## src/rtl/rv32im_csr_pkg.sv

```systemverilog
// Purpose : shared constants and types for the machine-mode CSR trap/MRET sequencer.
// Latency : n/a (package only).
// Backpr. : n/a.
// Contents: CSR addresses, funct3 codes, mstatus bit positions, mtvec modes,
//           FSM state encoding, CSR address legality helper.
package rv32im_csr_pkg;

   // Machine-mode CSR addresses served by the register file
   localparam logic [11:0] CSR_MSTATUS   = 12'h300;
   localparam logic [11:0] CSR_MISA      = 12'h301;
   localparam logic [11:0] CSR_MIE       = 12'h304;
   localparam logic [11:0] CSR_MTVEC     = 12'h305;
   localparam logic [11:0] CSR_MSCRATCH  = 12'h340;
   localparam logic [11:0] CSR_MEPC      = 12'h341;
   localparam logic [11:0] CSR_MCAUSE    = 12'h342;
   localparam logic [11:0] CSR_MTVAL     = 12'h343;
   localparam logic [11:0] CSR_MIP       = 12'h344;
   localparam logic [11:0] CSR_MVENDORID = 12'hF11;
   localparam logic [11:0] CSR_MARCHID   = 12'hF12;
   localparam logic [11:0] CSR_MIMPID    = 12'hF13;
   localparam logic [11:0] CSR_MHARTID   = 12'hF14;

   // funct3 encodings of the Zicsr instructions
   localparam logic [2:0] F3_RW  = 3'b001;
   localparam logic [2:0] F3_RS  = 3'b010;
   localparam logic [2:0] F3_RC  = 3'b011;
   localparam logic [2:0] F3_RWI = 3'b101;
   localparam logic [2:0] F3_RSI = 3'b110;
   localparam logic [2:0] F3_RCI = 3'b111;

   // mstatus bit positions
   localparam int MSTATUS_MIE    = 3;
   localparam int MSTATUS_MPIE   = 7;
   localparam int MSTATUS_MPP_LO = 11;
   localparam int MSTATUS_MPP_HI = 12;

   // mtvec.MODE values
   localparam logic [1:0] MTVEC_DIRECT   = 2'b00;
   localparam logic [1:0] MTVEC_VECTORED = 2'b01;

   typedef enum logic [3:0] {
      ST_IDLE     = 4'd0,
      ST_CSR_ACC  = 4'd1,
      ST_CSR_DONE = 4'd2,
      ST_T_EPC    = 4'd3,
      ST_T_CAUSE  = 4'd4,
      ST_T_TVAL   = 4'd5,
      ST_T_STAT   = 4'd6,
      ST_T_VEC    = 4'd7,
      ST_REDIR    = 4'd8,
      ST_M_STAT   = 4'd9,
      ST_M_EPC    = 4'd10
   } state_e;

   // True for addresses that exist in the register file
   function automatic logic csr_addr_legal(input logic [11:0] a);
      return a inside {CSR_MSTATUS, CSR_MISA, CSR_MIE, CSR_MTVEC,
                       [CSR_MSCRATCH:CSR_MIP], [CSR_MVENDORID:CSR_MHARTID]};
   endfunction

endpackage

```

## src/rtl/rv32im_csr_alu.sv

```systemverilog
// Purpose : computes the new CSR value and write enable for a Zicsr instruction.
// Latency : combinational.
// Backpr. : none.
// Ports   : i_op funct3, i_old current CSR value, i_operand rs1/uimm, i_wsup rs1/uimm index is zero;
//           o_wval new value, o_we write wanted, o_op_valid funct3 is a CSR op.
module rv32im_csr_alu
   import rv32im_csr_pkg::*;
#(
   parameter int XLEN = 32
) (
   input  logic [2:0]      i_op,
   input  logic [XLEN-1:0] i_old,
   input  logic [XLEN-1:0] i_operand,
   input  logic            i_wsup,
   output logic [XLEN-1:0] o_wval,
   output logic            o_we,
   output logic            o_op_valid
);

   // Immediate forms behave identically: the operand is already zero-extended uimm.
   always_comb begin
      o_wval     = i_old;
      o_we       = 1'b0;
      o_op_valid = 1'b1;
      case (i_op)
         F3_RW, F3_RWI: begin
            o_wval = i_operand;
            o_we   = 1'b1;
         end
         F3_RS, F3_RSI: begin
            o_wval = i_old | i_operand;
            o_we   = ~i_wsup;
         end
         F3_RC, F3_RCI: begin
            o_wval = i_old & ~i_operand;
            o_we   = ~i_wsup;
         end
         default: o_op_valid = 1'b0;
      endcase
   end

endmodule

```

## src/rtl/rv32im_csr_trap_ctrl.sv

```systemverilog
// Purpose : arbitrates the single CSR regfile port between CSR instructions and trap/MRET sequences.
// Latency : CSR done at accept+2; trap redirect at accept+6; MRET redirect at accept+3.
// Backpr. : ready only in IDLE (trap > mret > csr); nothing is queued while busy.
// Ports   : csr_* instruction request/response, trap_* / mret_* sequence requests,
//           redirect_* fetch redirect, busy_o, rf_* regfile port (combinational read).
module rv32im_csr_trap_ctrl
   import rv32im_csr_pkg::*;
#(
   parameter int              XLEN      = 32,
   parameter int              CSR_AW    = 12,
   parameter logic [XLEN-1:0] RESET_VEC = 32'h0000_0000
) (
   input  logic              clk_i,
   input  logic              rst_i,
   input  logic              csr_valid_i,
   output logic              csr_ready_o,
   input  logic [2:0]        csr_op_i,
   input  logic [CSR_AW-1:0] csr_addr_i,
   input  logic [XLEN-1:0]   csr_operand_i,
   input  logic              csr_wsup_i,
   output logic              csr_done_o,
   output logic [XLEN-1:0]   csr_rdata_o,
   output logic              csr_illegal_o,
   input  logic              trap_valid_i,
   output logic              trap_ready_o,
   input  logic [XLEN-1:0]   trap_cause_i,
   input  logic [XLEN-1:0]   trap_epc_i,
   input  logic [XLEN-1:0]   trap_tval_i,
   input  logic              mret_valid_i,
   output logic              mret_ready_o,
   output logic              redirect_valid_o,
   output logic [XLEN-1:0]   redirect_pc_o,
   output logic              busy_o,
   output logic [CSR_AW-1:0] rf_addr_o,
   output logic              rf_re_o,
   output logic              rf_we_o,
   output logic [XLEN-1:0]   rf_wdata_o,
   input  logic [XLEN-1:0]   rf_rdata_i
);

   state_e            r_state;
   state_e            w_state_nxt;

   logic [2:0]        r_op;
   logic [CSR_AW-1:0] r_addr;
   logic [XLEN-1:0]   r_operand;
   logic              r_wsup;
   logic [XLEN-1:0]   r_cause;
   logic [XLEN-1:0]   r_epc;
   logic [XLEN-1:0]   r_tval;
   logic [XLEN-1:0]   r_csr_rdata;
   logic              r_illegal;
   logic [XLEN-1:0]   r_redir_pc;

   logic              w_idle;
   logic [XLEN-1:0]   w_alu_wval;
   logic              w_alu_we;
   logic              w_alu_op_valid;
   logic              w_illegal;
   logic [XLEN-1:0]   w_mstatus_trap;
   logic [XLEN-1:0]   w_mstatus_mret;
   logic [XLEN-1:0]   w_vec_base;
   logic [XLEN-1:0]   w_vec_target;
   logic              w_rf_we;
   logic [XLEN-1:0]   w_rf_wdata;

   // A request accepted on a reset edge would be silently lost, so readiness is
   // withheld while reset is asserted.
   assign w_idle       = (r_state == ST_IDLE) & ~rst_i;
   assign trap_ready_o = w_idle & trap_valid_i;
   assign mret_ready_o = w_idle & ~trap_valid_i & mret_valid_i;
   assign csr_ready_o  = w_idle & ~trap_valid_i & ~mret_valid_i & csr_valid_i;

   assign busy_o           = (r_state != ST_IDLE);
   assign csr_done_o       = (r_state == ST_CSR_DONE);
   assign csr_illegal_o    = (r_state == ST_CSR_DONE) & r_illegal;
   assign csr_rdata_o      = r_csr_rdata;
   assign redirect_valid_o = (r_state == ST_REDIR);
   assign redirect_pc_o    = r_redir_pc;

   rv32im_csr_alu #(.XLEN(XLEN)) u_alu (
      .i_op       (r_op),
      .i_old      (rf_rdata_i),
      .i_operand  (r_operand),
      .i_wsup     (r_wsup),
      .o_wval     (w_alu_wval),
      .o_we       (w_alu_we),
      .o_op_valid (w_alu_op_valid)
   );

   // Read-only space (addr[11:10]==11) is only illegal when a write would actually occur,
   // so CSRRS/CSRRC with x0 can still read the ID registers.
   assign w_illegal = ~csr_addr_legal(r_addr) | ~w_alu_op_valid
                    | ((r_addr[CSR_AW-1 -: 2] == 2'b11) & w_alu_we);

   // mstatus updates for trap entry and MRET, applied to the value read this cycle
   always_comb begin
      w_mstatus_trap                                = rf_rdata_i;
      w_mstatus_trap[MSTATUS_MPIE]                  = rf_rdata_i[MSTATUS_MIE];
      w_mstatus_trap[MSTATUS_MIE]                   = 1'b0;
      w_mstatus_trap[MSTATUS_MPP_HI:MSTATUS_MPP_LO] = 2'b11;

      w_mstatus_mret                                = rf_rdata_i;
      w_mstatus_mret[MSTATUS_MIE]                   = rf_rdata_i[MSTATUS_MPIE];
      w_mstatus_mret[MSTATUS_MPIE]                  = 1'b1;
      w_mstatus_mret[MSTATUS_MPP_HI:MSTATUS_MPP_LO] = 2'b11;
   end

   // Trap target from mtvec; only interrupts are vectored, exceptions go to base.
   always_comb begin
      w_vec_base = {rf_rdata_i[XLEN-1:2], 2'b00};
      if (rf_rdata_i == '0) begin
         w_vec_target = RESET_VEC;
      end else if ((rf_rdata_i[1:0] == MTVEC_VECTORED) && r_cause[XLEN-1]) begin
         w_vec_target = w_vec_base + XLEN'({r_cause[XLEN-2:0], 2'b00});
      end else begin
         w_vec_target = w_vec_base;
      end
   end

   always_ff @(posedge clk_i) begin
      if (rst_i) begin
         r_state <= ST_IDLE;
      end else begin
         r_state <= w_state_nxt;
      end
   end

   always_comb begin
      w_state_nxt = r_state;
      rf_addr_o   = '0;
      rf_re_o     = 1'b0;
      w_rf_we     = 1'b0;
      w_rf_wdata  = '0;
      case (r_state)
         ST_IDLE: begin
            if (trap_ready_o) begin
               w_state_nxt = ST_T_EPC;
            end else if (mret_ready_o) begin
               w_state_nxt = ST_M_STAT;
            end else if (csr_ready_o) begin
               w_state_nxt = ST_CSR_ACC;
            end
         end
         ST_CSR_ACC: begin
            rf_addr_o   = r_addr;
            rf_re_o     = 1'b1;
            w_rf_we     = ~w_illegal & w_alu_we;
            w_rf_wdata  = w_alu_wval;
            w_state_nxt = ST_CSR_DONE;
         end
         ST_CSR_DONE: w_state_nxt = ST_IDLE;
         ST_T_EPC: begin
            rf_addr_o   = CSR_AW'(CSR_MEPC);
            w_rf_we     = 1'b1;
            w_rf_wdata  = r_epc & ~XLEN'(3);
            w_state_nxt = ST_T_CAUSE;
         end
         ST_T_CAUSE: begin
            rf_addr_o   = CSR_AW'(CSR_MCAUSE);
            w_rf_we     = 1'b1;
            w_rf_wdata  = r_cause;
            w_state_nxt = ST_T_TVAL;
         end
         ST_T_TVAL: begin
            rf_addr_o   = CSR_AW'(CSR_MTVAL);
            w_rf_we     = 1'b1;
            w_rf_wdata  = r_tval;
            w_state_nxt = ST_T_STAT;
         end
         ST_T_STAT: begin
            rf_addr_o   = CSR_AW'(CSR_MSTATUS);
            rf_re_o     = 1'b1;
            w_rf_we     = 1'b1;
            w_rf_wdata  = w_mstatus_trap;
            w_state_nxt = ST_T_VEC;
         end
         ST_T_VEC: begin
            rf_addr_o   = CSR_AW'(CSR_MTVEC);
            rf_re_o     = 1'b1;
            w_state_nxt = ST_REDIR;
         end
         ST_REDIR: w_state_nxt = ST_IDLE;
         ST_M_STAT: begin
            rf_addr_o   = CSR_AW'(CSR_MSTATUS);
            rf_re_o     = 1'b1;
            w_rf_we     = 1'b1;
            w_rf_wdata  = w_mstatus_mret;
            w_state_nxt = ST_M_EPC;
         end
         ST_M_EPC: begin
            rf_addr_o   = CSR_AW'(CSR_MEPC);
            rf_re_o     = 1'b1;
            w_state_nxt = ST_REDIR;
         end
         default: w_state_nxt = ST_IDLE;
      endcase
   end

   // The write that would coincide with a reset edge is dropped so an abandoned
   // sequence never commits its current step.
   assign rf_we_o    = w_rf_we & ~rst_i;
   assign rf_wdata_o = rf_we_o ? w_rf_wdata : '0;

   always_ff @(posedge clk_i) begin
      if (rst_i) begin
         r_op        <= '0;
         r_addr      <= '0;
         r_operand   <= '0;
         r_wsup      <= 1'b0;
         r_cause     <= '0;
         r_epc       <= '0;
         r_tval      <= '0;
         r_csr_rdata <= '0;
         r_illegal   <= 1'b0;
         r_redir_pc  <= '0;
      end else begin
         if (trap_ready_o) begin
            r_cause <= trap_cause_i;
            r_epc   <= trap_epc_i;
            r_tval  <= trap_tval_i;
         end
         if (csr_ready_o) begin
            r_op      <= csr_op_i;
            r_addr    <= csr_addr_i;
            r_operand <= csr_operand_i;
            r_wsup    <= csr_wsup_i;
         end
         case (r_state)
            ST_CSR_ACC: begin
               r_csr_rdata <= w_illegal ? '0 : rf_rdata_i;
               r_illegal   <= w_illegal;
            end
            ST_T_VEC: r_redir_pc <= w_vec_target;
            ST_M_EPC: r_redir_pc <= rf_rdata_i;
            default: ;
         endcase
      end
   end

endmodule

```

## config.mk

```make
export PLATFORM = sky130hd
export DESIGN_NAME = rv32im_csr_trap_ctrl
export DESIGN_NICKNAME = d
export VERILOG_FILES = /design/src/rtl/rv32im_csr_pkg.sv /design/src/rtl/rv32im_csr_alu.sv /design/src/rtl/rv32im_csr_trap_ctrl.sv
export SDC_FILE = /design/constraint.sdc
export NUM_CORES = 1
export LEC_CHECK = 0
export CAP_MARGIN = 20
export CORE_ASPECT_RATIO = 2
export CORE_UTILIZATION = 49
export CTS_CLUSTER_DIAMETER = 30
export DETAILED_ROUTE_END_ITERATION = 10
export GPL_ROUTABILITY_DRIVEN = 0
export HOLD_SLACK_MARGIN = 0.1
export PLACE_DENSITY_LB_ADDON = 0.05
export RECOVER_POWER = 50
export SLEW_MARGIN = 20
export SYNTH_ARGS = -nofsm -noshare
export SYNTH_HDL_FRONTEND = slang
export SYNTH_SLANG_ARGS = --single-unit
```

## constraint.sdc

```tcl
create_clock -name clk_i -period 4.3 [get_ports clk_i]
set_clock_uncertainty 0.1 [all_clocks]
set_input_delay 1.075 -clock clk_i [delete_from_list [all_inputs] [get_ports clk_i]]
set_output_delay 1.075 -clock clk_i [all_outputs]
set_load 0.05 [all_outputs]
```

== After elaboration in Yosys (flattened, before gate mapping) ==
Cells that the tools add are included.

* Add/subtract/negate cells: 1
* $lt $le $gt $ge: 4
* Equal/unequal tests: 23
* Multiplexer cells: 16
* Bitwise operators: 22
* Reduce and logical (&&, ||, !) cells: 18

{| class="wikitable"
|+ Operators by type and width
! operator !! number
|-
| 32-bit case mux with 6 select lines || 1
|-
| 32-bit two-way mux || 4
|-
| 32-bit case mux with 3 select lines || 1
|-
| 12-bit case mux with 6 select lines || 1
|-
| 32-bit case mux with 2 select lines || 1
|-
| 12-bit by 10-bit equality test with 1-bit output (second input constant) || 4
|-
| 32-bit adder || 1
|-
| 32-bit bitwise AND || 1
|-
| 32-bit zero test || 1
|-
| 32-bit inverter || 1
|-
| 32-bit bitwise OR || 1
|-
| 4-bit case mux with 8 select lines || 1
|-
| 4-bit by 3-bit equality test with 1-bit output (second input constant) || 4
|-
| 4-bit equality test (second input constant) || 3
|-
| 12-bit by 10-bit greater-or-equal comparator with 1-bit output (second input constant) || 1
|-
| 12-bit greater-or-equal comparator (second input constant) || 1
|-
| 12-bit by 10-bit <= comparator with 1-bit output (second input constant) || 1
|-
| 12-bit <= comparator (second input constant) || 1
|-
| 4-bit two-way mux || 3
|-
| 2-bit OR reduction || 6
|-
| 1-bit bitwise AND || 10
|-
| 5-bit OR reduction || 2
|-
| 3-bit equality test (second input constant) || 3
|-
| 4-bit by 2-bit equality test with 1-bit output (second input constant) || 2
|-
| 17 further kinds || 29
|}

* Flip-flop bits (word level): 213
* Input port bits: 181
* Output and inout port bits: 117
* Logic and storage cells: 95

== Logic depth before layout (Yosys ltp) ==
Gate-level depths: netlist (run 1).

* Depth after elaboration: 11
* Mapped depth: 10
* Gate-level depth less buffers: 10

== Modules after synthesis ==
A second synthesis (run 1) with hierarchy kept.

* Cell total of the unflattened synthesis: 1504
* Area total of the unflattened synthesis: 11349.6 µm²

{| class="wikitable"
|+ Modules (own cells, without submodules)
! module !! times used !! cells each !! area an instance (µm²)
|-
| rv32im_csr_trap_ctrl || 1 || 1360 || 10381.2
|-
| rv32im_csr_alu || 1 || 144 || 968.4
|}

== Worst setup path after synthesis (run 1) ==
Ideal clock, no wire load.

* Kind: in2out
* Start point: in rst_i
* End point: out mret_ready_o
* Arrival time: 3009 ps
* Data required time: 3125 ps
* Slack: 116 ps
* Stages: 2
* Buffers on the path: 1
* Cell sequence: clkbuf_1 -> nor4b_1

* Word-level cells in the longest chain between the ends: 4

{| class="wikitable"
|+ Ends and longest elaborated chain
! what !! RTL line !! text
|-
| from (decl) || rv32im_csr_trap_ctrl.sv:14 || <nowiki>input logic rst_i,</nowiki>
|-
| 1-bit inverter || rv32im_csr_trap_ctrl.sv:69 || <nowiki>assign w_idle = (r_state == ST_IDLE) & ~rst_i;</nowiki>
|-
| 1-bit bitwise AND || rv32im_csr_trap_ctrl.sv:69 ||
|-
| 1-bit bitwise AND (2 in series) || rv32im_csr_trap_ctrl.sv:71 || <nowiki>assign mret_ready_o = w_idle & ~trap_valid_i & mret_valid_i;</nowiki>
|-
| to (decl) || rv32im_csr_trap_ctrl.sv:30 || <nowiki>output logic mret_ready_o,</nowiki>
|}

Every way passes these cells.

== Worst setup path in the final report (run 1) ==
* Start point: reg r_state[2]
* End point: out rf_wdata_o[1]

* Word-level cells in the longest chain between the ends: 5

{| class="wikitable"
|+ Ends and longest elaborated chain
! what !! RTL line !! text
|-
| from (decl) || rv32im_csr_trap_ctrl.sv:41 || <nowiki>state_e r_state;</nowiki>
|-
| from (signal assigned) || rv32im_csr_trap_ctrl.sv:125 || <nowiki>r_state <= w_state_nxt;</nowiki>
|-
| 4-bit equality test (tied with other cells) || rv32im_csr_trap_ctrl.sv:135 || <nowiki>case (r_state)</nowiki>
|-
| 5-bit OR reduction (no line) || - ||
|-
| 1-bit case mux with 2 select lines || rv32im_csr_trap_ctrl.sv:135 ||
|-
| 1-bit bitwise AND || rv32im_csr_trap_ctrl.sv:202 || <nowiki>assign rf_we_o = w_rf_we & ~rst_i;</nowiki>
|-
| 32-bit two-way mux * || rv32im_csr_trap_ctrl.sv:203 || <nowiki>assign rf_wdata_o = rf_we_o ? w_rf_wdata : '0;</nowiki>
|-
| to (decl) || rv32im_csr_trap_ctrl.sv:37 || <nowiki>output logic [XLEN-1:0] rf_wdata_o,</nowiki>
|}

Every way passes the cells marked *; elsewhere a longest branch is shown, timed or not.

==> reports/results.ini, run 1 <==
[route]
antenna_left = 0
drt_pass1_iterations = 6
viasPerCell = 6.07
num_vias = 12400
drc_errors = 0
wl_um = 42200
wl_per_cell_um = 20.6
drtIter0Drc = 1028

[power_and_ir_drop]
p_leak_uw = 0.00655
p_clk_share_pct = 45.1
power.share.combinational_pct = 20.2
vdd.ir_drop.worst_mv = 0.363
total_power_uw = 6290
power.density_nw_per_um2 = 399
intPower_uw = 4380
p_switching_uw = 1910
p_sw_share_pct = 30.3
power_frac_seq_pct = 34.7

[cells_and_area]
finalNetCount = 1950
multi_input_area_um2 = 6280
fill_cells = 1861
seq_area_um2 = 4200
stdcell_area_um2 = 15800
area_growth_pct = 44.2
drive_above_1_share_pct = 9.34

[cts]
cts-hold-fix-buffers = 0
numCtsBuffers = 35
root_buffer = clkbuf_16
path_clk_slew_ps = 50
clock_path_buffers = 3
h-tree-depth = 2
cts_tree = built
clock_latency_ps = 510
numClockSinks = 210

[job]
maxCapViolCount = 3

[synth]
syn_inst = 1475
ys_async_sr_fraction_pct = 0
synth_warnings = 0
synth_area_leader_cell = dfxtp_1
synth.distinct_cells = 64
synthTopCellsByArea = dfxtp_1, nand2_1, a21oi_1
yosysTopAreaCellShare_pct = 38.5
synth_commonest_cells = nand2_1, dfxtp_1, a21oi_1, nor2_1, nand3_1
synth_area_per_cell_um2 = 7.41
syn_nets = 1686
ys.flop_type = dfxtp_1
yosysMostFrequentCell = nand2_1
synth-seq-area-share_pct = 38.5
ys_ff_latch = 210
synth_edf_count = 0
syn_area_um2 = 10900

[placement]
dp_slack_ps = 56.9
portBuffers = 294
dpl.hpwl_um = 29500
placed_area_um2 = 14600

[sta]
fin_ws_ps = 114
period_share_pct = 97.4
final_hold_viol_count = 0
worstMarginPinSlew_ps = 2080
fin_crit_ps = 4190
setup_viol = 0
setup_tns_ps = 0
drv_slew = 158
rsz0062_at_grt = no
hold_slack_ps = 351
relSlewSlack_pct = -38.4
fmax_mhz = 239

[critical_path]
crit_type = flip-flop to output pin
cp.required_ps = 3120
crit_arrival_ps = 3010
crit_path_start_kind = flip-flop
critPathCaptureType = output pin
crit_fanout = 21

[global_route]
grt_overflow = 0
grt_pass1_wl_um = 63500
grtUsageTotal_pct = 36.3
grt_pass1_vias = 11900
antenna_found_initial = 5
grt_max_degree = 95

[floorplanning]
initial_core_util_pct = 49.8
core_um2 = 22000
die_x_um = 108
rows = 77
ios = 298
die_h_um = 213
dieArea_um2 = 22900

[min_path]
hp-class = flip-flop to flip-flop

[status]
failed_checks = max-capacitance violations, max-slew violations
outcome = finished, violations left

state kept, by name, indices dropped and copies added, names as in the netlist:
signal / cells
csr_rdata_o: 32
r_cause: 32
r_operand: 32
r_tval: 32
redirect_pc_o: 32
r_epc: 30
r_addr: 12
r_state: 4
r_op: 2
r_illegal: 1
r_wsup: 1
critical path: stages, from the launching register on:
cell and delay [ps]:
dfxtp_1 470, nor2b_1 170, buf_4 190, nand2_2 80
nor4_1 350, nand2_1 150, a21o_2 360, buf_12 210
a21oi_1 320, buf_12 190
layout make-up:
cell class              count  area share, %
flip-flops and latches    210           26.7
clock buffers              42           6.05
clock inverters            22           1.46
multi-input cells        1136           39.8
inverters                  14          0.341
well taps                 276           2.19
repair buffers            342           23.4
diodes                      5         0.0794
power by group through the flow:
stage / Clock (µW) / Combinational, µW / Sequential (µW)
CTS: 2840 / 1260 / 2180
global placement: 0 / 1230 / 2210
global route: 2940 / 1370 / 2190
finish: 2830 / 1270 / 2180
floorplan: 0 / 746 / 2180
detailed placement: 0 / 1250 / 2220
through the flow:
| step | util [%] | instances |
|---|---|---|
| 6_report | 71.8 | 2047 |
| 5_1_grt | 71.8 | 2047 |
| 4_1_cts | 71.9 | 2042 |
| 3_5_place_dp | 66.5 | 1978 |
| 3_3_place_gp | 66.5 | 1978 |
| 2_1_floorplan | - | 1475 |
cells by family after synthesis:
group                      after synthesis  share of synthesized area [%]
AOI/OAI and AO/OA                      446                           26.4
adders and majority gates               30                           3.50
DFF                                    210                           38.5
and+or+nand+nor                        636                           25.3
buffers and inverters                  129                           4.45
muxes                                    4                          0.366
xor gates and xnor gates                20                           1.60
routing by layer:
layer / up-vias / wire (µm) / GRT usage [%]
met2: 662 / 21300 / 63.3
met1: 5796 / 14600 / 38.8
met3: 180 / 2960 / 4.55
met4: 0 / 3380 / 28.9
met5: - / 0 / 0
li1: 5780 / - / -
final timing paths:
| check | startpoint | end | slack [ps] | depth (start not counted) |
|---|---|---|---|---|
| min | r_epc[14]$_SDFFE_PP0P_ | r_epc[14]$_SDFFE_PP0P_ | 350 | 2 |
| max reg2reg | r_state[3]$_SDFFE_PP0P_ | r_tval[7]$_SDFFE_PP0P_ | 620 | 9 |
| min reg2reg | r_epc[14]$_SDFFE_PP0P_ | r_epc[14]$_SDFFE_PP0P_ | 350 | 2 |
| max | r_state[2]$_SDFFE_PP0P_ | rf_wdata_o[1] | 110 | 9 |
timing repair:
item	in CTS	in global routing
setup buffers	0	0
setup endpoints to repair	0	10
hold endpoints to repair	0	0
gates resized for setup	0	2
layout by cell type (no fill, tap or decap), drive strengths merged, types with 6 or more instances in the layout:
| cell | synthesis | layout |
|---|---|---|
| nand2 | 329 | 329 |
| dfxtp | 210 | 210 |
| clkdlybuf4s50 | 0 | 191 |
| a21oi | 143 | 143 |
| nor2 | 115 | 115 |
| nand3 | 110 | 110 |
| o21ai | 97 | 97 |
| buf | 14 | 82 |
| a22oi | 79 | 79 |
| dlygate4sd3 | 0 | 65 |
| clkbuf | 101 | 46 |
| a22o | 31 | 31 |
| ha | 29 | 29 |
| a21o | 22 | 22 |
| inv | 14 | 17 |
| clkinv | 0 | 15 |
| xnor2 | 12 | 12 |
| nand2b | 12 | 12 |
| and3 | 11 | 11 |
| nor4 | 10 | 10 |
| nand4 | 9 | 9 |
| a311oi | 8 | 8 |
| xor2 | 8 | 8 |
| nor3 | 7 | 7 |
| o211ai | 7 | 7 |
| nor2b | 6 | 6 |
| a221oi | 6 | 6 |
| a222oi | 6 | 6 |
| or3 | 6 | 6 |
Power figures use the tool's default switching activity.
==> inputs of run 2 (changes only) <==
--- a/config.mk
+++ b/config.mk
@@ -9,8 +9,10 @@
 export CORE_ASPECT_RATIO = 2
 export CORE_UTILIZATION = 49
 export CTS_CLUSTER_DIAMETER = 30
+export CTS_CLUSTER_SIZE = 12
 export DETAILED_ROUTE_END_ITERATION = 10
 export GPL_ROUTABILITY_DRIVEN = 0
+export GPL_TIMING_DRIVEN = 0
 export HOLD_SLACK_MARGIN = 0.1
 export PLACE_DENSITY_LB_ADDON = 0.05
 export RECOVER_POWER = 50
==> constraint.sdc (replaced) <==
create_clock -name clk_i -period 4.4 [get_ports clk_i]
set_clock_uncertainty 0.1 [all_clocks]
set_input_delay 1.1 -clock clk_i [delete_from_list [all_inputs] [get_ports clk_i]]
set_output_delay 1.1 -clock clk_i [all_outputs]
set_load 0.05 [all_outputs]
==> run 2 against run 1 <==
Effect of this change:
- the flow now finishes without violations
- hold slack improved by 1.8 ps
- global-route usage increased by 2.7 points
- largest cell class unchanged
- cell count increased by 2.5%
- register-to-register slack improved by 470 ps
==> reports/results.ini, run 2 (synthesis gave the netlist of run 1 again) <==
[sta]
relSlewSlack_pct = 37.6  ; +76 points
fmax_mhz = 231
final_hold_viol_count = 0  ; unchanged
worstMarginPinSlew_ps = 934  ; -1140 ps
fin_ws_ps = 70.3  ; -43.6 ps
fin_crit_ps = 4330
setup_tns_ps = 0  ; unchanged
drv_slew = 0  ; -100%
period_share_pct = 98.4
setup_viol = 0  ; unchanged
rsz0062_at_grt = yes

[critical_path]
worstSetupStartpoint = r_state[0]$_SDFFE_PP0P_
crit_arrival_ps = 3130  ; +120 ps
crit_fanout = 10  ; -52%
crit_path_start_kind = flip-flop
cp.required_ps = 3200  ; +80 ps
crit_type = flip-flop to output pin
r2r_start = r_cause[0]$_SDFFE_PP0P_
critPathCaptureType = output pin

[cells_and_area]
finalNetCount = 2009  ; +3.0%
layout_commonest_cell = nand2_1
area_growth_pct = 40.4
fill_cells = 1950  ; +4.8%
final_cell_mix = nand2_1, clkdlybuf4s50_1, dfxtp_1
drive_above_1_share_pct = 6.97  ; -2.4 points
stdcell_area_um2 = 15300  ; -2.6%

[power_and_ir_drop]
vdd.ir_drop.worst_mv = 0.364  ; +0.37%
intPower_uw = 4210  ; -3.9%
power_frac_seq_pct = 35.1  ; +0.4 points
p_sw_share_pct = 30.9  ; +0.58 points
p_clk_share_pct = 44.5  ; -0.6 points
power.density_nw_per_um2 = 397  ; -0.52%
p_leak_uw = 0.00616  ; -6.0%
power.share.combinational_pct = 20.4  ; +0.2 points
p_switching_uw = 1880  ; -1.3%

[route]
wl_um = 45400  ; +7.6%
drtIter0Drc = 1409  ; +37%
wl_per_cell_um = 21.7  ; +5.0%
num_vias = 12900  ; +3.8%
drc_errors = 0  ; unchanged
drt_pass1_iterations = 7  ; +1
viasPerCell = 6.15  ; +1.3%
antenna_left = 0  ; unchanged

[placement]
dp_slack_ps = -644  ; -701 ps
dpl.hpwl_um = 34300  ; +17%
placed_area_um2 = 14200  ; -2.7%
portBuffers = 292  ; -0.68%

[global_route]
antenna_found_initial = 0  ; -5
grt_pass1_vias = 12300  ; +3.3%
grt_max_degree = 16  ; -83%
grtUsageTotal_pct = 39.0  ; +2.7 points
grt_overflow = 0  ; unchanged
grt_pass1_wl_um = 66800  ; +5.2%

[cts]
path_clk_slew_ps = 60  ; about the same
numClockSinks = 210  ; unchanged
clock_latency_ps = 580  ; +70 ps
numCtsBuffers = 30  ; -14%
clock_path_buffers = 3  ; unchanged
root_buffer = clkbuf_16
cts_tree = built
h-tree-depth = 1  ; -1

[floorplanning]
rows = 77  ; unchanged
ios = 298  ; unchanged
dieArea_um2 = 22900  ; unchanged
initial_core_util_pct = 49.8  ; unchanged
die_x_um = 108  ; unchanged
die_h_um = 213  ; unchanged
core_um2 = 22000  ; unchanged

[min_path]
min_from = r_tval[15]$_SDFFE_PP0P_
hp-class = flip-flop to flip-flop

[status]
outcome = finished, final reports clean

[job]
maxCapViolCount = 0  ; -3

run 2: cell count changes in the layout (fill, tap and decap cells not counted), moves of 9 or more:
cell             change
clkbuf_1            +83
clkdlybuf4s50_1     +48
dlygate4sd3_1       -48
buf_4               -42
buf_12              -39
clkdlybuf4s15_2     +15
clkbuf_2            +14
buf_2               +13
buf_1                +9
run 2: what timing repair did:
item                                    CTS  global route
gates resized for setup                 120            54
hold buffers                              0             0
endpoints found under the setup margin   36            36
pin swaps                                 1             0
buffers inserted                          1             0
run 2: area by class of cell:
| cell class | count | area (µm²) | share of cell area (%) |
|---|---|---|---|
| multi-input cells | 1136 | 6290 | 41.0 |
| flip-flops and latches | 210 | 4200 | 27.4 |
| repair buffers | 293 | 2880 | 18.7 |
| clock buffers | 34 | 786 | 5.12 |
| plain buffers | 113 | 452 | 2.94 |
| well taps | 276 | 345 | 2.25 |
| clock inverters | 21 | 334 | 2.18 |
| inverters | 14 | 52.6 | 0.342 |
| diodes | 1 | 2.50 | 0.0163 |
run 2: critical path, cell delays in order (launching register included):
cell,delay [ps]
dfxtp_1,520
nor2b_2,280
clkbuf_2,250
nand2_1,140
o22ai_4,300
clkbuf_2,330
nand2_1,80
a21oi_1,240
clkdlybuf4s15_2,410
run 2: power groups by stage:
| stage | clock [µW] | sequential (µW) | combinational (µW) |
|---|---|---|---|
| after floorplan | 0 | 2130 | 729 |
| after global placement | 0 | 2160 | 1190 |
| after detailed placement | 0 | 2170 | 1210 |
| after CTS | 2700 | 2130 | 1210 |
| after global routing | 2790 | 2150 | 1340 |
| final | 2710 | 2140 | 1240 |
run 2: worst paths after layout:
kind / end / slack, ps / cells past startpoint
max: rf_wdata_o[1] / 70 / 8
max reg2reg: redirect_pc_o[24]$_SDFFE_PP0P_ / 1090 / 9
min: r_tval[15]$_SDFFE_PP0P_ / 350 / 2
min reg2reg: r_tval[15]$_SDFFE_PP0P_ / 350 / 2
run 2: through the flow:
stage / total power (µW) / utilization [%] / hold WS [ps] / instances
3_3_place_gp: 3360 / 64.6 / 343 / 2043
5_1_grt: 6280 / 69.9 / 372 / 2097
6_report: 6090 / 69.9 / 353 / 2098
3_5_place_dp: 3370 / 64.6 / 345 / 2043
4_1_cts: 6040 / 70.1 / 355 / 2098
2_1_floorplan: 2860 / - / 334 / 1475
run 2: per-layer routing:
metal	share of wire, %	GRT usage [%]	up-vias	wire, µm
met2	49	67.0	817	22300
li1	-	-	5891	-
met3	8.1	5.89	244	3670
met1	33	40.1	5941	14900
met4	10	35.7	0	4590
met5	0	0	-	0
==> inputs of run 3 (changes only) <==
--- a/config.mk
+++ b/config.mk
@@ -5,7 +5,6 @@
 export SDC_FILE = /design/constraint.sdc
 export NUM_CORES = 1
 export LEC_CHECK = 0
-export CAP_MARGIN = 20
 export CORE_ASPECT_RATIO = 2
 export CORE_UTILIZATION = 49
 export CTS_CLUSTER_DIAMETER = 30
@@ -16,6 +15,7 @@
 export HOLD_SLACK_MARGIN = 0.1
 export PLACE_DENSITY_LB_ADDON = 0.05
 export RECOVER_POWER = 50
+export SETUP_SLACK_MARGIN = 0.1
 export SLEW_MARGIN = 20
 export SYNTH_ARGS = -nofsm -noshare
 export SYNTH_HDL_FRONTEND = slang
==> constraint.sdc (replaced) <==
create_clock -name clk_i -period 4.8 [get_ports clk_i]
set_clock_uncertainty 0.1 [all_clocks]
set_input_delay 1.2 -clock clk_i [delete_from_list [all_inputs] [get_ports clk_i]]
set_output_delay 1.2 -clock clk_i [all_outputs]
set_load 0.05 [all_outputs]
==> run 3 against run 2 <==
Effect of this change:
- first-iteration DRC count fell by 13%
- combinational power fell by 9%
- cell count barely moved
- register-to-register slack improved by 150 ps
- clock-buffer cell count did not move
==> reports/results.ini, run 3 (synthesis gave the netlist of run 1 again) <==
[sta]
final_hold_viol_count = 0  ; unchanged
setup_tns_ps = 0  ; unchanged
setup_viol = 0  ; unchanged
period_share_pct = 96.8
relSlewSlack_pct = 33.2  ; -4.4 points
fmax_mhz = 215
fin_crit_ps = 4650
hold_slack_ps = 355  ; +2.48 ps
drv_slew = 0  ; unchanged
worstMarginPinSlew_ps = 999  ; +65.3 ps
rsz0062_at_grt = yes

[status]
outcome = finished, final reports clean

[power_and_ir_drop]
p_switching_uw = 1710  ; -9.0%
power_frac_seq_pct = 35.1  ; about the same
intPower_uw = 3850  ; -8.4%
vdd.ir_drop.worst_mv = 0.333  ; -8.5%
p_clk_share_pct = 44.5  ; about the same
power.share.combinational_pct = 20.3  ; about the same
p_sw_share_pct = 30.8  ; -0.15 points
power.density_nw_per_um2 = 364  ; -8.2%
p_leak_uw = 0.00619  ; +0.46%

[route]
drt_pass1_iterations = 9  ; +2
drc_errors = 0  ; unchanged
viasPerCell = 6.12  ; -0.48%
wl_per_cell_um = 21.5  ; -0.54%
drtIter0Drc = 1221  ; -13%
antenna_left = 0  ; unchanged
wl_um = 45200  ; -0.45%
num_vias = 12800  ; -0.39%

[cts]
clock_latency_ps = 570  ; about the same
cts-hold-fix-buffers = 0  ; unchanged
clock_path_buffers = 3  ; unchanged
path_clk_slew_ps = 60  ; about the same
numClockSinks = 210  ; unchanged
numCtsBuffers = 30  ; unchanged
h-tree-depth = 1  ; unchanged
cts_tree = built
root_buffer = clkbuf_16

[job]
maxCapViolCount = 0  ; unchanged

[critical_path]
crit_path_start_kind = flip-flop
cp.required_ps = 3500  ; +300 ps
critPathCaptureType = output pin
crit_arrival_ps = 3350  ; +220 ps
crit_fanout = 10  ; unchanged
crit_type = flip-flop to output pin

[cells_and_area]
drive_above_1_share_pct = 6.37  ; -0.61 points
final_cell_mix = nand2_1, clkdlybuf4s50_1, dfxtp_1
area_growth_pct = 39.8
finalNetCount = 2010  ; +0.050%
layout_commonest_cell = nand2_1

[min_path]
hp-class = flip-flop to flip-flop

[global_route]
grt_max_degree = 16  ; unchanged
grt_overflow = 0  ; unchanged
grt_pass1_vias = 12300  ; +0.024%
grtUsageTotal_pct = 39.0  ; about the same
grt_pass1_wl_um = 66800  ; about the same
antenna_found_initial = 0  ; unchanged

[floorplanning]
die_h_um = 213  ; unchanged
ios = 298  ; unchanged
initial_core_util_pct = 49.8  ; unchanged
rows = 77  ; unchanged
dieArea_um2 = 22900  ; unchanged
die_x_um = 108  ; unchanged
core_um2 = 22000  ; unchanged

[placement]
dpl.hpwl_um = 34300  ; unchanged
portBuffers = 292  ; unchanged

-- run 3: cell types whose count changed in the layout (fill, tap and decap cells not counted), moves of 3 or more --
cell / delta
dlygate4sd3_1: +6
clkdlybuf4s50_1: -6
clkbuf_4: -4
clkdlybuf4s15_2: -5
buf_2: -12
clkbuf_2: +18
clkbuf_1: +3
clkdlybuf4s18_2: -4
dlygate4sd2_1: +3
-- run 3: metrics by stage --
step	instance area [µm²]	total power [µW]	std cells	worst slack (ps)	util, %
2_1_floorplan	10900	2620	1475	366	-
3_3_place_gp	14200	3080	2043	-306	64.6
3_5_place_dp	14200	3090	2043	-344	64.6
4_1_cts	15300	5540	2099	108	69.8
5_1_grt	15300	5740	2098	41.8	69.5
6_report	15300	5570	2100	154	69.5
-- run 3: repair_timing --
action                                  4_1_cts  5_1_grt
gates resized for setup                      72       47
buffers inserted                              1        0
endpoints found under the setup margin       36       35
pin swaps                                     1        0
-- run 3: power groups by stage --
| stage | Clock [µW] | Sequential (µW) | Combinational (µW) |
|---|---|---|---|
| 6_report | 2480 | 1960 | 1130 |
| 5_1_grt | 2560 | 1960 | 1230 |
| 4_1_cts | 2480 | 1950 | 1110 |
| 3_5_place_dp | 0 | 1990 | 1110 |
| 3_3_place_gp | 0 | 1980 | 1090 |
| 2_1_floorplan | 0 | 1950 | 669 |
-- run 3: cell type report --
| class | count | area, µm² |
|---|---|---|
| Fill cell | 1955 | 6690 |
| Tap cell | 276 | 345 |
| Inverter | 14 | 52.6 |
| Sequential cell | 210 | 4200 |
| Clock buffer | 34 | 786 |
| Timing Repair Buffer | 293 | 2840 |
| Buffer | 114 | 447 |
| Antenna cell | 2 | 5.00 |
| Multi-Input combinational cell | 1136 | 6270 |
| Clock inverter | 21 | 334 |
-- run 3: worst max-delay path, cell delays in order (launching register included) --
cell and delay [ps]:
dfxtp_1 300, clkbuf_1 320, xor2_1 430, clkbuf_1 610, a22oi_1 180, o21ai_0 210, a21oi_1 60, nor2_1 230
clkdlybuf4s15_2 410
-- run 3: worst paths after layout --
check,from,to,slack [ps],depth (start not counted)
setup / recovery,r_op[0]$_SDFFE_PP0P_,rf_wdata_o[20],150,8
hold / removal,r_epc[22]$_SDFFE_PP0P_,r_epc[22]$_SDFFE_PP0P_,360,2
setup reg to reg,r_state[3]$_SDFFE_PP0P_,r_epc[24]$_SDFFE_PP0P_,1240,10
hold reg to reg,r_epc[22]$_SDFFE_PP0P_,r_epc[22]$_SDFFE_PP0P_,360,2
-- run 3: metal layers --
layer	global-route usage [%]	share of wire, %	up-vias
li1	-	-	5904
met1	40.1	33	5885
met2	67.0	49	804
met3	5.80	7.6	250
met5	0	0	-
met4	35.7	10	0
